==> src/rtl/key_debounce_multi.sv <==
// N-channel key conditioner: 2-FF sync, integrating debounce, registered level and press/release pulses.
// Optional LONG_PRESS_EN adds a per-channel hold counter that emits a one-shot key_long pulse.
module key_debounce_multi #(
  parameter int N               = 4,
  parameter int CNT_W           = 25,
  parameter int DEBOUNCE_CYCLES = 200000,
  parameter int ACTIVE_LOW      = 1,
  parameter int LONG_CYCLES     = 20000000
) (
  input  logic         clk,
  input  logic         rst,
  input  logic [N-1:0] key,
  output logic [N-1:0] key_state,
  output logic [N-1:0] key_press,
  output logic [N-1:0] key_release,
  output logic [N-1:0] key_long
);

  localparam logic             REL_BIT   = (ACTIVE_LOW != 0);
  localparam logic [N-1:0]     REL_LVL   = {N{REL_BIT}};
  localparam logic [CNT_W-1:0] DB_LAST   = CNT_W'(DEBOUNCE_CYCLES - 1);
  localparam logic [CNT_W-1:0] HOLD_LAST = CNT_W'(LONG_CYCLES - 1);
  localparam logic [CNT_W-1:0] HOLD_MAX  = CNT_W'(LONG_CYCLES);

  logic [N-1:0]     sync1_q, sync2_q;
  logic [N-1:0]     p;
  logic [N-1:0]     state_q, state_d;
  logic [N-1:0]     press_q, press_d;
  logic [N-1:0]     release_q, release_d;
  logic [CNT_W-1:0] cnt_q [N];
  logic [CNT_W-1:0] cnt_d [N];

  assign p = sync2_q ^ REL_LVL;

  // Counter only runs while the synchronized level disagrees with the accepted one.
  always_comb begin
    state_d = state_q;
    for (int i = 0; i < N; i++) begin
      cnt_d[i] = '0;
      if (p[i] != state_q[i]) begin
        if (cnt_q[i] == DB_LAST) begin
          state_d[i] = p[i];
        end else begin
          cnt_d[i] = cnt_q[i] + 1'b1;
        end
      end
    end
    press_d   = state_d & ~state_q;
    release_d = ~state_d & state_q;
  end

  always_ff @(posedge clk) begin
    if (rst) begin
      sync1_q   <= REL_LVL;
      sync2_q   <= REL_LVL;
      state_q   <= '0;
      press_q   <= '0;
      release_q <= '0;
      for (int i = 0; i < N; i++) cnt_q[i] <= '0;
    end else begin
      sync1_q   <= key;
      sync2_q   <= sync1_q;
      state_q   <= state_d;
      press_q   <= press_d;
      release_q <= release_d;
      for (int i = 0; i < N; i++) cnt_q[i] <= cnt_d[i];
    end
  end

  assign key_state   = state_q;
  assign key_press   = press_q;
  assign key_release = release_q;

`ifdef LONG_PRESS_EN
  logic [CNT_W-1:0] hcnt_q [N];
  logic [CNT_W-1:0] hcnt_d [N];
  logic [N-1:0]     long_q, long_d;

  always_comb begin
    long_d = '0;
    for (int i = 0; i < N; i++) begin
      hcnt_d[i] = '0;
      if (state_q[i]) begin
        hcnt_d[i] = (hcnt_q[i] == HOLD_MAX) ? hcnt_q[i] : hcnt_q[i] + 1'b1;
        long_d[i] = (hcnt_q[i] == HOLD_LAST);
      end
    end
  end

  always_ff @(posedge clk) begin
    if (rst) begin
      long_q <= '0;
      for (int i = 0; i < N; i++) hcnt_q[i] <= '0;
    end else begin
      long_q <= long_d;
      for (int i = 0; i < N; i++) hcnt_q[i] <= hcnt_d[i];
    end
  end

  assign key_long = long_q;
`else
  logic unused_hold_cfg;
  assign unused_hold_cfg = ^{HOLD_LAST, HOLD_MAX};
  assign key_long        = {N{1'b0}};
`endif

endmodule

==> config.mk <==
export PLATFORM = sky130hd
export DESIGN_NAME = key_debounce_multi
export DESIGN_NICKNAME = d
export VERILOG_FILES = /design/src/rtl/key_debounce_multi.sv
export SDC_FILE = /design/constraint.sdc
export NUM_CORES = 1
export LEC_CHECK = 0
export BUFFER_PORTS_ARGS = -buffer_cell sky130_fd_sc_hd__buf_2
export CORE_MARGIN = 5
export CORE_UTILIZATION = 35
export DETAILED_ROUTE_END_ITERATION = 8
export PLACE_DENSITY = 0.57
export SYNTH_ARGS = -nofsm -noshare
export SYNTH_HDL_FRONTEND = slang
export SYNTH_SLANG_ARGS = --single-unit
export TNS_END_PERCENT = 30
==> constraint.sdc <==
create_clock -name clk -period 2.8 [get_ports clk]
set_input_delay 0.14 -clock clk [delete_from_list [all_inputs] [get_ports clk]]
set_output_delay 0.14 -clock clk [all_outputs]
set_load 0.01 [all_outputs]
==> results of run 1 <==
[per-layer routing]
metal	GRT usage, %	vias to the layer above	wire length (um)	share of wire (%)
li1	-	2282	-	-
met1	16.3	2126	5470	49
met2	20.0	56	5120	46
met3	3.70	20	401	3.6
met4	6.63	0	246	2.2
met5	0	-	0	0
[worst max-delay path, delay by kind of cell, from the launching register on]
family          cells  cell delay [ns]
compound gates      1             0.17
simple gates        3             1.54
flops               1             0.45
[state kept, by name, summed over array words and instances, names as in the netlist]
register / count
sync2_q: 4
cnt_q: 100
key_state: 4
sync1_q: 4
key_release: 4
key_press: 4
[power breakdown]
| part | switching, W | internal (W) | total (W) |
|---|---|---|---|
| Clock | 0.000729 | 0.00143 | 0.00216 |
| Combinational | 0.0000264 | 0.0000160 | 0.0000424 |
| Sequential | 0.00000422 | 0.00172 | 0.00172 |
| Total | 0.000759 | 0.00317 | 0.00392 |
[path summary, 6_finish.rpt]
path | depth (start not counted) | slack [ns] | to | startpoint
worst min register to register | 1 | 0.40 | sync2_q[3] | sync1_q[3]
worst max register to register | 4 | 0.57 | cnt_q[1][18] | cnt_q[1][8]
worst max-delay path | 4 | 0.57 | cnt_q[1][18] | cnt_q[1][8]
worst min-delay path | 2 | 0.15 | key_state[0] | rst
[cells in the mapped netlist, types with 2 or more instances]
cell      instances
buf_4             4
inv_1             9
o21ai_0          23
dfxtp_1         120
or4_1            32
a21oi_1          51
buf_2             6
nor4_1           15
and3_1           11
and4_1           14
and2_1            5
clkbuf_1         17
nand3_1          39
o21ai_1           2
nor3_1           16
ha_1              4
o31ai_1          24
or3_1            21
or2_2            16
xnor2_1          30
nand2_1          36
nor4b_1           4
xor2_1           19
nand4_1          24
or3_2             2
nor2_1           56
or4b_1            2
[through the flow]
stage	utilization [%]	instances	total power (W)	area, um2	hold slack [ns]
floorplan	-	615	0.00178	5330	0.244
global placement	37.1	799	0.00179	5570	0.328
detailed placement	37.1	799	0.00179	5570	0.330
CTS	41.2	834	0.00399	6200	0.122
global route	41.2	834	0.00406	6200	0.143
finish	41.2	834	0.00392	6200	0.145
[logic make-up after synthesis]
kind of cell    after synthesis  share of synthesized area, %
buf+inv                      36                          2.96
fa+ha+maj                     4                         0.941
xor+xnor                     49                          8.07
compound gates              102                          10.9
simple gates                300                          31.9
other cells                   1                        0.0705
flops                       120                          45.2
[repair_timing]
| item | CTS | global route |
|---|---|---|
| hold endpoints to repair | 4 | 0 |
| hold buffers | 4 | 0 |
| setup buffers | 0 | 0 |
[placed cells by master (no fill, tap or decap), types with 5 or more instances in the layout]
| master | instances |
|---|---|
| xor2_1 | 19 |
| clkinv_2 | 5 |
| dfxtp_1 | 120 |
| clkbuf_16 | 17 |
| and2_1 | 5 |
| a21oi_1 | 51 |
| o21ai_0 | 22 |
| or3_1 | 21 |
| nor2_1 | 56 |
| and3_1 | 11 |
| or2_2 | 16 |
| nor3_1 | 16 |
| o31ai_1 | 24 |
| buf_4 | 6 |
| or4_1 | 32 |
| xnor2_1 | 30 |
| nand3_1 | 39 |
| nand4_1 | 24 |
| nand2_1 | 36 |
| buf_2 | 17 |
| nor4_1 | 15 |
| and4_1 | 14 |
| inv_1 | 9 |
[final cells by class]
type / count / area share (%)
Clock buffer: 22 / 7.49
Clock inverter: 9 / 2.00
Inverter: 9 / 0.545
Multi-Input combinational cell: 459 / 44.7
Sequential cell: 120 / 38.7
Tap cell: 188 / 3.79
Timing Repair Buffer: 27 / 2.74
==> flow_summary_export.csv, run 1 <==
group,metric,value,unit
global_route,grt_pass1_wl,19000,um
pwr,leakagePower,1.87,nW
drt,drc_errors,0,
synthesis,synth_area,0.00532,mm2
job,maxCapViolations,0,
drt,viasPerCell,5.38,
floorplanning,rows,45,
timing,post-route-period-util,79.7,%
synthesis,synth_seq_cells,120,
place,port_buffers,17,
timing,fin_ws,0.568,ns
synthesis,synthArstFlopShare,0,%
synthesis,synthFlopType,"dfxtp_1",
clocking,clockBufferDepth,2,
clocking,clk_latency,0.41,ns
final_layout,area_delta_synth_final,16.6,%
floorplanning,io-pin-count,22,
timing,rsz0062_at_grt,"no",
synthesis,syn_inst,612,
synthesis,ys_seq_area_share,45.2,%
clocking,clk_pin_slew,0.05,ns
timing,worst_slew_pin_slew,0.592,ns
timing,finalSetupViolCount,0,
synthesis,synth_area_leader_cell,"dfxtp_1",
drt,vias,4484,
clocking,cts_resized,0,
critical_path,worst-path-max-fanout,18,
critical_path,worst_path_largest_cell_delay,0.81,ns
synthesis,yosysWarnings,0,
synthesis,synth-edff-count,0,
floorplanning,core,0.0150,mm2
critical_path,crit_arrival,2.56,ns
synthesis,ys_types,37,
timing,report.final.slew_viol_count,0,
worst_hold_path,hold_class,"in -> reg",
drt,drt_iter0_drc,272,
floorplanning,start_util,35.4,%
synthesis,synth.avg_cell_area,8.69,um2
timing,fmax,448,MHz
critical_path,critPathMostFrequentCell,"or4_1",
global_route,grt_max_degree,25,
final_layout,final-seq-area,0.00240,mm2
outcome,status,"finished clean",
synthesis,synth_top_area_share,45.2,%
clocking,cts_tree,"done",
global_route,grtUsageTotal,12.9,%
timing,period_minus_slack,2.23,ns
floorplanning,die_x,133,um
floorplanning,die-height,133,um
timing,slew_headroom,60.4,%
critical_path,worstSetupEndpointType,"register",
critical_path,worstSetupPathType,"reg -> reg",
timing,finClkSkew,0.00925,ns
timing,hold_viol,0,
critical_path,cp.required,3.13,ns
place,place_congestion,0.809,
timing,tns,0,ns
clocking,cts_buffers,17,
final_layout,fillerInstances,1501,
drt,finalWirelength,11200,um
critical_path,cp-start-kind,"register",
place,hpwl,7710,um
global_route,grt_pass1_vias,4138,
pwr,vdd.ir_drop.worst,461,uV
global_route,antenna_found_initial,0,
critical_path,cp_slowest_cell,"or4_1",
clocking,cts_sinks,120,
final_layout,drive_gt1_share,11.3,%
final_layout,diodes,0,
final_layout,final_nets,644,
clocking,root_buffer,"clkbuf_16",
clocking,cts-htree-levels,4,
global_route,grt-ovfl-total,0,
synthesis,synth_area_leaders,"dfxtp_1, xnor2_1, a21oi_1, or4_1, nor2_1",
drt,firstDrtPassIters,4,
pwr,power.density,633,mW/mm2
drt,ant_nets,0,
place,dp_worst_setup_slack,0.576,ns
critical_path,path_cells,"nand4_1 -> or4_1 -> or4_1 -> a21oi_1",
drt,routedWlPerCell,13.5,um
floorplanning,dieArea,0.0178,mm2
final_layout,multi_input_area,0.00277,mm2
Power figures use the tool's default switching activity.
==> inputs of run 2 (changes only) <==
--- a/config.mk
+++ b/config.mk
@@ -9,7 +9,7 @@
 export CORE_MARGIN = 5
 export CORE_UTILIZATION = 35
 export DETAILED_ROUTE_END_ITERATION = 8
-export PLACE_DENSITY = 0.57
+export PLACE_DENSITY = 0.59
 export SYNTH_ARGS = -nofsm -noshare
 export SYNTH_HDL_FRONTEND = slang
 export SYNTH_SLANG_ARGS = --single-unit
==> constraint.sdc (replaced) <==
create_clock -name clk -period 1.9 [get_ports clk]
set_input_delay 0.095 -clock clk [delete_from_list [all_inputs] [get_ports clk]]
set_output_delay 0.095 -clock clk [all_outputs]
set_load 0.01 [all_outputs]
==> flow_summary_export.csv, run 2 (synthesized netlist as in run 1, its figures left out) <==
group,metric,value,unit
outcome,status,"complete, but fails checks",
outcome,violations,"setup timing",
timing,rsz0062_at_grt,"yes",
drt,viasPerCell,5.32,
place,dpl_cell_area,0.00605,mm2
pwr,vdd.ir_drop.worst,652,uV
drt,drc_errors,0,
final_layout,diodes,0,
floorplanning,dieArea,0.0178,mm2
place,dp_worst_setup_slack,-0.0732,ns
drt,routedWlPerCell,13.6,um
clocking,cts_sinks,120,
final_layout,drive_gt1_share,23.2,%
clocking,root_buffer,"clkbuf_16",
timing,finClkSkew,0.00654,ns
final_layout,fin_area,0.00679,mm2
critical_path,critPathBufInv,0,
critical_path,cp_slowest_cell,"or4_4",
critical_path,cp.required,2.25,ns
clocking,clk_latency,0.42,ns
drt,firstDrtPassIters,4,
worst_hold_path,hp-start,"rst",
clocking,clk_pin_slew,0.06,ns
critical_path,worst-path-max-fanout,4,
clocking,cts_buffers,17,
critical_path,ff2ff_path_depth,4,
drt,drt_iter0_drc,215,
worst_hold_path,hold_end,"key_state[2]",
place,hpwl,8430,um
global_route,grt_max_degree,25,
final_layout,final-seq-area,0.00241,mm2
clocking,cts-htree-levels,4,
global_route,grtUsageTotal,14.0,%
critical_path,r2r_slack,-0.06,ns
final_layout,final_nets,708,
place,place_congestion,0.810,
drt,vias,4776,
floorplanning,core,0.0150,mm2
job,maxCapViolations,0,
floorplanning,die-height,133,um
critical_path,worst_path_largest_cell_delay,0.54,ns
pwr,leakagePower,2.20,nW
final_layout,multi_input_area,0.00286,mm2
worst_hold_path,hold_class,"in -> reg",
critical_path,rr_endpoint,"key_state[3]",
timing,fin_ws,-0.0605,ns
critical_path,cp-start-kind,"register",
critical_path,critical-path-top-delay-family,"simple AND/OR/NAND/NOR gates",
floorplanning,die_x,133,um
floorplanning,start_util,35.4,%
global_route,grt_pass1_vias,4533,
global_route,grt-ovfl-total,0,
clocking,cts_setup_buffers,0,
final_layout,top_register,"cnt_q",
critical_path,rr_startpoint,"cnt_q[3][13]",
critical_path,critPathMostFrequentCell,"or4_4",
critical_path,worstSetupEndpointType,"register",
critical_path,worstSetupPathType,"reg -> reg",
floorplanning,rows,45,
final_layout,final_common_cell,"dfxtp_1",
floorplanning,io-pin-count,22,
timing,period_minus_slack,1.96,ns
final_layout,fillerInstances,1410,
global_route,antenna_found_initial,0,
pwr,power.density,847,mW/mm2
final_layout,area_delta_synth_final,27.7,%
global_route,grt_pass1_wl,20900,um
timing,post-route-period-util,103,%
timing,hold_viol,0,
final_layout,largest_reg_flops,100,
timing,finalSetupViolCount,26,
clocking,clockBufferDepth,2,
final_layout,final_cell_mix,"dfxtp_1, buf_4, nor2_1",
place,port_buffers,17,
drt,finalWirelength,12200,um
clocking,cts_tree,"done",
worst_hold_path,hold_path_depth,2,
critical_path,crit_arrival,2.31,ns
drt,ant_nets,0,
timing,report.final.slew_viol_count,0,
critical_path,path_cells,"or4_4 -> or4_4 -> or3_4 -> a21oi_2",
timing,fmax,510,MHz
==> run 2: area by class of cell <==
type / count / area share, %
clock buffers: 23 / 7.18
clock inverters: 8 / 1.40
inverters: 9 / 0.497
multi-input cells: 459 / 42.1
flip-flops and latches: 120 / 35.5
well taps: 188 / 3.46
repair buffers: 91 / 9.82
==> run 2: stage by stage <==
stage	utilization [%]	hold WS [ns]	setup TNS (ns)	power, W	std cells
after floorplan	-	0.199	-0.0143	0.00263	615
after global placement	40.2	0.281	-0.0945	0.00264	861
after detailed placement	40.2	0.281	-1.37	0.00264	861
after CTS	44.7	0.103	0	0.00581	897
after global routing	45.2	0.121	-2.03	0.00594	898
final	45.2	0.0965	-0.813	0.00575	898
==> run 2: per-layer routing <==
metal	up-vias	share of wire (%)	global-route usage (%)
li1	2425	-	-
met4	0	1.8	5.66
met1	2266	47	17.9
met5	-	0	0
met2	68	48	22.7
met3	17	3.1	3.74
==> run 2: worst reg2reg max path: cells and delay by family (launching register included) <==
kind	cells	cell delay, ns
simple gates	3	1.45
flops	1	0.32
compound gates	1	0.12
==> run 2: worst max path at each step <==
stage	from	endpoint	depth (start not counted)
2_1_floorplan	cnt_q[2][3]	cnt_q[2][24]	5
3_3_place_gp	cnt_q[3][7]	cnt_q[3][1]	4
3_5_place_dp	cnt_q[3][6]	cnt_q[3][21]	4
4_1_cts	cnt_q[3][6]	cnt_q[3][21]	4
5_1_grt	cnt_q[3][13]	cnt_q[3][16]	5
6_report	cnt_q[3][13]	key_state[3]	4
==> run 2: report_power, final <==
part | switching (W) | total (W) | internal, W
Combinational | 0.0000390 | 0.0000671 | 0.0000281
Sequential | 0.00000643 | 0.00253 | 0.00253
Clock | 0.00110 | 0.00315 | 0.00205
==> run 2: repair_timing <==
item,4_1_cts,5_1_grt
resized for setup,13,20
hold buffers,4,0
pin swaps,3,5
endpoints found under the hold margin,4,0
cloned,1,1
endpoints found under the setup margin,47,59
